===== src/rtl/ascon_block_loader_pkg.sv =====
// ascon_pack: types and constants shared by the Ascon block loader.
//   loader_state_t  : loader FSM states
//   ASCON_PAD_BYTE  : byte appended after the last message byte
package ascon_pack;
  typedef enum logic [1:0] {S_FILL, S_HOLD, S_PADBLK} loader_state_t;
  localparam logic [7:0] ASCON_PAD_BYTE = 8'h80;
endpackage


===== src/rtl/ascon_block_loader_if.sv =====
// ascon_block_loader_if: beat stream in, block stream out.
//   valid_i/ready_o/data_i/last_i/nbytes_i : 32-bit beat side (sender -> loader)
//   block_valid_o/block_ready_i/en_o        : block handshake and register enable
//   data_o/last_o/pad_o                     : assembled block and its flags
// master = beat sender / block consumer, slave = loader.
interface ascon_block_loader_if #(
  parameter int beat_w_g  = 32,
  parameter int block_w_g = 128
);
  localparam int NB_W = $clog2(beat_w_g/8) + 1;

  logic                 valid_i;
  logic                 ready_o;
  logic [beat_w_g-1:0]  data_i;
  logic                 last_i;
  logic [NB_W-1:0]      nbytes_i;
  logic                 block_valid_o;
  logic                 block_ready_i;
  logic                 en_o;
  logic [block_w_g-1:0] data_o;
  logic                 last_o;
  logic                 pad_o;

  modport master (
    output valid_i, data_i, last_i, nbytes_i, block_ready_i,
    input  ready_o, block_valid_o, en_o, data_o, last_o, pad_o
  );
  modport slave (
    input  valid_i, data_i, last_i, nbytes_i, block_ready_i,
    output ready_o, block_valid_o, en_o, data_o, last_o, pad_o
  );
endinterface


===== src/rtl/ascon_block_loader_beat_pad.sv =====
// ascon_beat_pad: combinational padding of one beat.
//   data_i   : beat, byte 0 in the MSBs
//   last_i   : beat is the final message beat (padding applies only then)
//   nbytes_i : valid bytes in a last beat; 0 or > bytes-per-beat means a full beat
//   data_o   : beat with bytes past nbytes_i cleared and the pad byte inserted
//   spill_o  : last beat was full, so the pad byte belongs to the next slot
module ascon_beat_pad
  import ascon_pack::*;
#(
  parameter int beat_w_g = 32
) (
  input  logic [beat_w_g-1:0]          data_i,
  input  logic                         last_i,
  input  logic [$clog2(beat_w_g/8):0]  nbytes_i,
  output logic [beat_w_g-1:0]          data_o,
  output logic                         spill_o
);
  localparam int B    = beat_w_g/8;
  localparam int NB_W = $clog2(B) + 1;
  localparam logic [NB_W-1:0] B_NB = NB_W'(B);

  logic [NB_W-1:0] n_eff;

  always_comb begin
    n_eff   = nbytes_i;
    data_o  = data_i;
    spill_o = 1'b0;
    if (nbytes_i == '0 || nbytes_i > B_NB) n_eff = B_NB;
    if (last_i) begin
      spill_o = (n_eff == B_NB);
      for (int i = 0; i < B; i++) begin
        if (NB_W'(i) == n_eff)     data_o[beat_w_g-1-8*i -: 8] = ASCON_PAD_BYTE;
        else if (NB_W'(i) > n_eff) data_o[beat_w_g-1-8*i -: 8] = 8'h00;
      end
    end
  end
endmodule


===== src/rtl/ascon_block_loader.sv =====
// ascon_block_loader: packs beats into blocks with Ascon padding.
//   clock_i : rising-edge clock
//   reset_i : synchronous active-high reset
//   bus     : slave side of ascon_block_loader_if (beat in, block out)
// A block is held in S_HOLD until the consumer takes it; a message that ends
// exactly on a block boundary gets an extra pad-only block in S_PADBLK.
module ascon_block_loader
  import ascon_pack::*;
#(
  parameter int beat_w_g  = 32,
  parameter int block_w_g = 128
) (
  input  logic                 clock_i,
  input  logic                 reset_i,
  ascon_block_loader_if.slave  bus
);
  localparam int N     = block_w_g/beat_w_g;
  localparam int CNT_W = (N > 1) ? $clog2(N) : 1;
  localparam logic [beat_w_g-1:0]  PAD_SLOT  = {ASCON_PAD_BYTE, {(beat_w_g-8){1'b0}}};
  localparam logic [block_w_g-1:0] PAD_BLOCK = {ASCON_PAD_BYTE, {(block_w_g-8){1'b0}}};

  loader_state_t        state_q, state_d;
  logic [CNT_W-1:0]     cnt_q;
  logic                 pad_pend_q;
  logic                 last_q, pad_q;
  logic [block_w_g-1:0] data_q;
  logic [beat_w_g-1:0]  beat_pad;
  logic                 spill;
  logic                 take;
  logic                 last_slot;

  ascon_beat_pad #(.beat_w_g(beat_w_g)) u_pad (
    .data_i   (bus.data_i),
    .last_i   (bus.last_i),
    .nbytes_i (bus.nbytes_i),
    .data_o   (beat_pad),
    .spill_o  (spill)
  );

  assign take      = bus.valid_i & bus.ready_o;
  assign last_slot = (cnt_q == CNT_W'(N-1));

  assign bus.en_o   = bus.block_valid_o & bus.block_ready_i;
  assign bus.data_o = data_q;
  assign bus.last_o = last_q;
  assign bus.pad_o  = pad_q;

  always_comb begin
    state_d           = state_q;
    bus.ready_o       = 1'b0;
    bus.block_valid_o = 1'b0;
    case (state_q)
      S_FILL: begin
        bus.ready_o = 1'b1;
        if (bus.valid_i && (bus.last_i || last_slot)) state_d = S_HOLD;
      end
      S_HOLD: begin
        bus.block_valid_o = 1'b1;
        if (bus.block_ready_i) state_d = pad_pend_q ? S_PADBLK : S_FILL;
      end
      S_PADBLK: begin
        bus.block_valid_o = 1'b1;
        if (bus.block_ready_i) state_d = S_FILL;
      end
      default: state_d = S_FILL;
    endcase
  end

  always_ff @(posedge clock_i) begin
    if (reset_i) begin
      state_q    <= S_FILL;
      cnt_q      <= '0;
      pad_pend_q <= 1'b0;
      last_q     <= 1'b0;
      pad_q      <= 1'b0;
      data_q     <= '0;
    end else begin
      state_q <= state_d;
      case (state_q)
        S_FILL: if (take) begin
          // Slots above the current one are cleared as we go, so a short
          // message never exposes bytes from an earlier block.
          for (int s = 0; s < N; s++) begin
            if (CNT_W'(s) == cnt_q)
              data_q[block_w_g-1-s*beat_w_g -: beat_w_g] <= beat_pad;
            else if (CNT_W'(s) > cnt_q)
              data_q[block_w_g-1-s*beat_w_g -: beat_w_g] <=
                (bus.last_i && spill && CNT_W'(s) == cnt_q + 1'b1) ? PAD_SLOT : '0;
          end
          cnt_q <= (bus.last_i || last_slot) ? '0 : cnt_q + 1'b1;
          if (bus.last_i) begin
            if (spill && last_slot) begin
              pad_pend_q <= 1'b1;
            end else begin
              last_q <= 1'b1;
              pad_q  <= 1'b1;
            end
          end
        end
        S_HOLD: if (bus.block_ready_i) begin
          if (pad_pend_q) begin
            data_q     <= PAD_BLOCK;
            last_q     <= 1'b1;
            pad_q      <= 1'b1;
            pad_pend_q <= 1'b0;
          end else begin
            last_q <= 1'b0;
            pad_q  <= 1'b0;
          end
        end
        S_PADBLK: if (bus.block_ready_i) begin
          last_q <= 1'b0;
          pad_q  <= 1'b0;
        end
        default: ;
      endcase
    end
  end
endmodule


===== src/flat_wrapper.sv =====
// flat-port wrapper written by rule: the top's interface ports become plain ports
module ascon_block_loader_flat import ascon_pack::*;
#(
  parameter int beat_w_g  = 32,
  parameter int block_w_g = 128
)
  (clock_i, reset_i, bus_valid_i, bus_data_i, bus_last_i, bus_nbytes_i, bus_block_ready_i, bus_ready_o, bus_block_valid_o, bus_en_o, bus_data_o, bus_last_o, bus_pad_o);
  ascon_block_loader_if #(.beat_w_g(beat_w_g), .block_w_g(block_w_g)) bus_i ();
  input  logic clock_i;
  input  logic reset_i;
  input wire logic [$bits(bus_i.valid_i)-1:0] bus_valid_i;
  input wire logic [$bits(bus_i.data_i)-1:0] bus_data_i;
  input wire logic [$bits(bus_i.last_i)-1:0] bus_last_i;
  input wire logic [$bits(bus_i.nbytes_i)-1:0] bus_nbytes_i;
  input wire logic [$bits(bus_i.block_ready_i)-1:0] bus_block_ready_i;
  output wire logic [$bits(bus_i.ready_o)-1:0] bus_ready_o;
  output wire logic [$bits(bus_i.block_valid_o)-1:0] bus_block_valid_o;
  output wire logic [$bits(bus_i.en_o)-1:0] bus_en_o;
  output wire logic [$bits(bus_i.data_o)-1:0] bus_data_o;
  output wire logic [$bits(bus_i.last_o)-1:0] bus_last_o;
  output wire logic [$bits(bus_i.pad_o)-1:0] bus_pad_o;
  assign bus_i.valid_i = bus_valid_i;
  assign bus_i.data_i = bus_data_i;
  assign bus_i.last_i = bus_last_i;
  assign bus_i.nbytes_i = bus_nbytes_i;
  assign bus_i.block_ready_i = bus_block_ready_i;
  assign bus_ready_o = bus_i.ready_o;
  assign bus_block_valid_o = bus_i.block_valid_o;
  assign bus_en_o = bus_i.en_o;
  assign bus_data_o = bus_i.data_o;
  assign bus_last_o = bus_i.last_o;
  assign bus_pad_o = bus_i.pad_o;
  ascon_block_loader #(.beat_w_g(beat_w_g), .block_w_g(block_w_g)) u_core (.clock_i(clock_i), .reset_i(reset_i), .bus(bus_i));
endmodule

===== config.mk =====
export PLATFORM = sky130hd
export DESIGN_NAME = ascon_block_loader_flat
export DESIGN_NICKNAME = d
export VERILOG_FILES = /design/src/rtl/ascon_block_loader_pkg.sv /design/src/rtl/ascon_block_loader_if.sv /design/src/rtl/ascon_block_loader_beat_pad.sv /design/src/rtl/ascon_block_loader.sv /design/src/flat_wrapper.sv
export SDC_FILE = /design/constraint.sdc
export NUM_CORES = 1
export LEC_CHECK = 0
export BUFFER_PORTS_ARGS = -buffer_cell sky130_fd_sc_hd__buf_2
export CORE_ASPECT_RATIO = 1.5
export CORE_MARGIN = 2
export CORE_UTILIZATION = 25
export DETAILED_ROUTE_END_ITERATION = 7
export SYNTH_ARGS = -nofsm -noshare
export SYNTH_HDL_FRONTEND = slang
export SYNTH_SLANG_ARGS = --single-unit

===== constraint.sdc =====
create_clock -name clock_i -period 3.7 [get_ports clock_i]
set_input_delay 0 -clock clock_i [delete_from_list [all_inputs] [get_ports clock_i]]
set_output_delay 0 -clock clock_i [all_outputs]
set_load 0.05 [all_outputs]

==> impl_metrics.toml <==
[power]
intPower_mw = 2.54
ir_worst_vdd_mv = 0.224
p_switching_mw = 1.05
pwr-share-comb_pct = 14.1
clockPowerShare_pct = 44.2
seq_power_share_pct = 41.7
p_sw_share_pct = 29.3
leakagePower_nw = 3.09
power_density_mw_per_mm2 = 515

[sta]
finalMaxSlewViolations = 0
setup_viol = 0
hold_viol = 0
max_slew_margin_pct = 35.1
rsz0062_at_grt = "false"
post-route-period-util_pct = 65.6
setup_slack_ps = 1270
fin_worst_skew_ps = 10.8
worst_pin_slew_ps = 971
fin_crit_ps = 2430
timing.hold.ws_ps = 81.2
max_freq_mhz = 412
tns_ps = 0

[floorplanning]
fp.coreArea_mm2 = 0.0199
core.rowCount = 63
die_area_mm2 = 0.0215
die_y_um = 179
die_w_um = 121
ios = 173
start_util_pct = 25.6

[outcome]
status = "finished clean"

[global_route]
track_usage_pct = 15.1
grt.overflow.total = 0
antenna_found_initial = 0
grt_pass1_wl_um = 25000
grt_max_degree = 76
grt_pass1_vias = 4398

[yosys]
avgSynthCellArea_um2 = 10.3
synth_cells = 493
synth_edf_count = 0
synth_ff_type = "dfxtp_1"
synth_cell_types = 49
synthesis.nets = 543
yosysWarnings = 0
synth.yosys.seq_area_share_pct = 52.7
ys_ff_latch = 134
synthArstFlopShare_pct = 0
synth_area_mm2 = 0.00509

[placed_design]
preCtsSetupSlack_ps = 1250
dp_cells = 892
gp_congestion = 0.774
io_buffer_count = 172
hpwl_um = 11300

[clock_network]
cts_tree = "done"
numCtsBuffers = 17
htree_levels = 4
cts_root_buf = "clkbuf_16"
cts_num_sinks = 134
worst_skew_pair.late_latency_ps = 410
clk_pin_slew_ps = 60
clock_tree.buffer_depth = 2

[routing]
drc = 0
routed_wl_um = 16400
num_vias = 4624
drt_first_iter_violations = 291
first_pass_iters = 5
viasPerCell = 4.85
wl_per_cell_um = 17.2
antenna_left = 0

[setup_path]
end_kind = "flop"
worstRegToRegCells = 6
path_class = "flop to flop"
required_ps = 4040
crit_fanout = 33
arrival_ps = 2770
critPathLaunchType = "flop"

[hold_path]
min_path_type = "primary input to flop"
min_path_cells = 4

[finish]
antenna_cells = 0
fin_nets = 731
final_cell_count_no_fill = 954
syn_to_final_growth_pct = 37.3
layout-drive-gt1-share_pct = 33.6
fillers = 2055

[run]
maxCapViolations = 0
==> flip-flops by register name, summed over array words and instances, names as in the netlist <==
signal             flops
u_core.pad_pend_q      1
u_core.state_q         2
u_core.cnt_q           2
u_core.bus.last_o      1
u_core.bus.data_o    128
==> cell usage after synthesis, types with 5 or more instances <==
cell / number / area, µm²
a21oi_1: 5 / 25.0
a21oi_2: 10 / 87.6
a22o_1: 26 / 228
a22oi_1: 70 / 526
a32o_1: 9 / 90.1
a32oi_1: 24 / 210
buf_2: 14 / 70.1
buf_6: 5 / 56.3
clkbuf_1: 13 / 48.8
dfxtp_1: 134 / 2680
ha_1: 10 / 125
inv_1: 8 / 30.0
nand2_1: 8 / 30.0
nor2_1: 101 / 379
nor3_1: 5 / 25.0
==> layer usage <==
layer	track usage, %	share of wire, %
met5	0	0
met4	5.81	2.4
met3	3.98	6.3
met2	26.9	51
met1	17.1	40
==> worst max-delay path, stage by stage (launching register included) <==
cell and delay [ps]:
dfxtp_1 380, inv_1 80, ha_1 390, and2b_2 370, o2bb2ai_4 770, a22oi_1 210, nor2_1 130
==> metrics by stage <==
stage	util, %	instance area, µm²	power, mW
6_report	35.2	6990	3.60
2_1_floorplan	-	5090	1.87
5_1_grt	35.2	6990	3.74
4_1_cts	35.2	6990	3.64
3_3_place_gp	30.9	6140	2.02
3_5_place_dp	30.9	6140	2.02
==> power by group through the flow <==
stage | logic (mW) | registers [mW] | clock network, mW
global placement | 0.488 | 1.53 | 0
CTS | 0.514 | 1.50 | 1.63
detailed placement | 0.490 | 1.53 | 0
finish | 0.508 | 1.50 | 1.59
floorplan | 0.223 | 1.65 | 0
global route | 0.546 | 1.50 | 1.69
==> worst paths after layout <==
| path | from | slack [ps] | to |
|---|---|---|---|
| min | bus_data_i[31] | 80 | u_core.bus.data_o[127] |
| max reg2reg | u_core.state_q[0] | 1270 | u_core.bus.data_o[74] |
| max | u_core.state_q[0] | 1270 | u_core.bus.data_o[74] |
| min reg2reg | u_core.bus.data_o[36] | 460 | u_core.bus.data_o[36] |
==> repair_timing <==
action	4_1_cts	5_1_grt
hold buffers	30	0
gates resized for setup	0	0
setup buffers	0	0
endpoints found under the hold margin	114	0
==> logic make-up after synthesis <==
logic type | after synthesis | synth area share, %
mux | 2 | 0.418
buf+inv | 44 | 4.55
flops | 134 | 52.7
simple gates | 140 | 13.0
fa+ha+maj | 10 | 2.46
compound gates | 163 | 26.9
==> area by class of cell <==
cell class / instances / area [µm²] / share of cell area, %
clock inverter: 13 / 123 / 1.75
inverter: 9 / 33.8 / 0.483
clock buffer: 19 / 433 / 6.19
tap: 260 / 325 / 4.65
sequential: 134 / 2680 / 38.4
multi-input combinational: 315 / 2220 / 31.7
timing repair buffer: 204 / 1180 / 16.9
==> layout by cell type (no fill, tap or decap), drive strengths merged, types with 2 or more instances in the layout <==
| master | Yosys | final |
|---|---|---|
| a21o | 2 | 2 |
| a21oi | 18 | 18 |
| a22o | 26 | 26 |
| a22oi | 70 | 70 |
| a32o | 9 | 9 |
| a32oi | 24 | 24 |
| and2 | 2 | 2 |
| and3 | 3 | 3 |
| and3b | 3 | 3 |
| buf | 22 | 174 |
| clkbuf | 13 | 19 |
| clkinv | 0 | 4 |
| clkinvlp | 0 | 4 |
| dfxtp | 134 | 134 |
| dlygate4sd3 | 0 | 30 |
| ha | 10 | 10 |
| inv | 9 | 13 |
| nand2 | 8 | 8 |
| nand2b | 2 | 2 |
| nand3b | 2 | 2 |
| nand4b | 4 | 4 |
| nor2 | 101 | 101 |
| nor2b | 3 | 3 |
| nor3 | 6 | 6 |
| nor3b | 2 | 2 |
| o21ai | 2 | 2 |
| o21ba | 2 | 2 |
| o21bai | 2 | 2 |
| o2bb2ai | 2 | 2 |
Note: power is estimated with default switching activity, not from simulation.
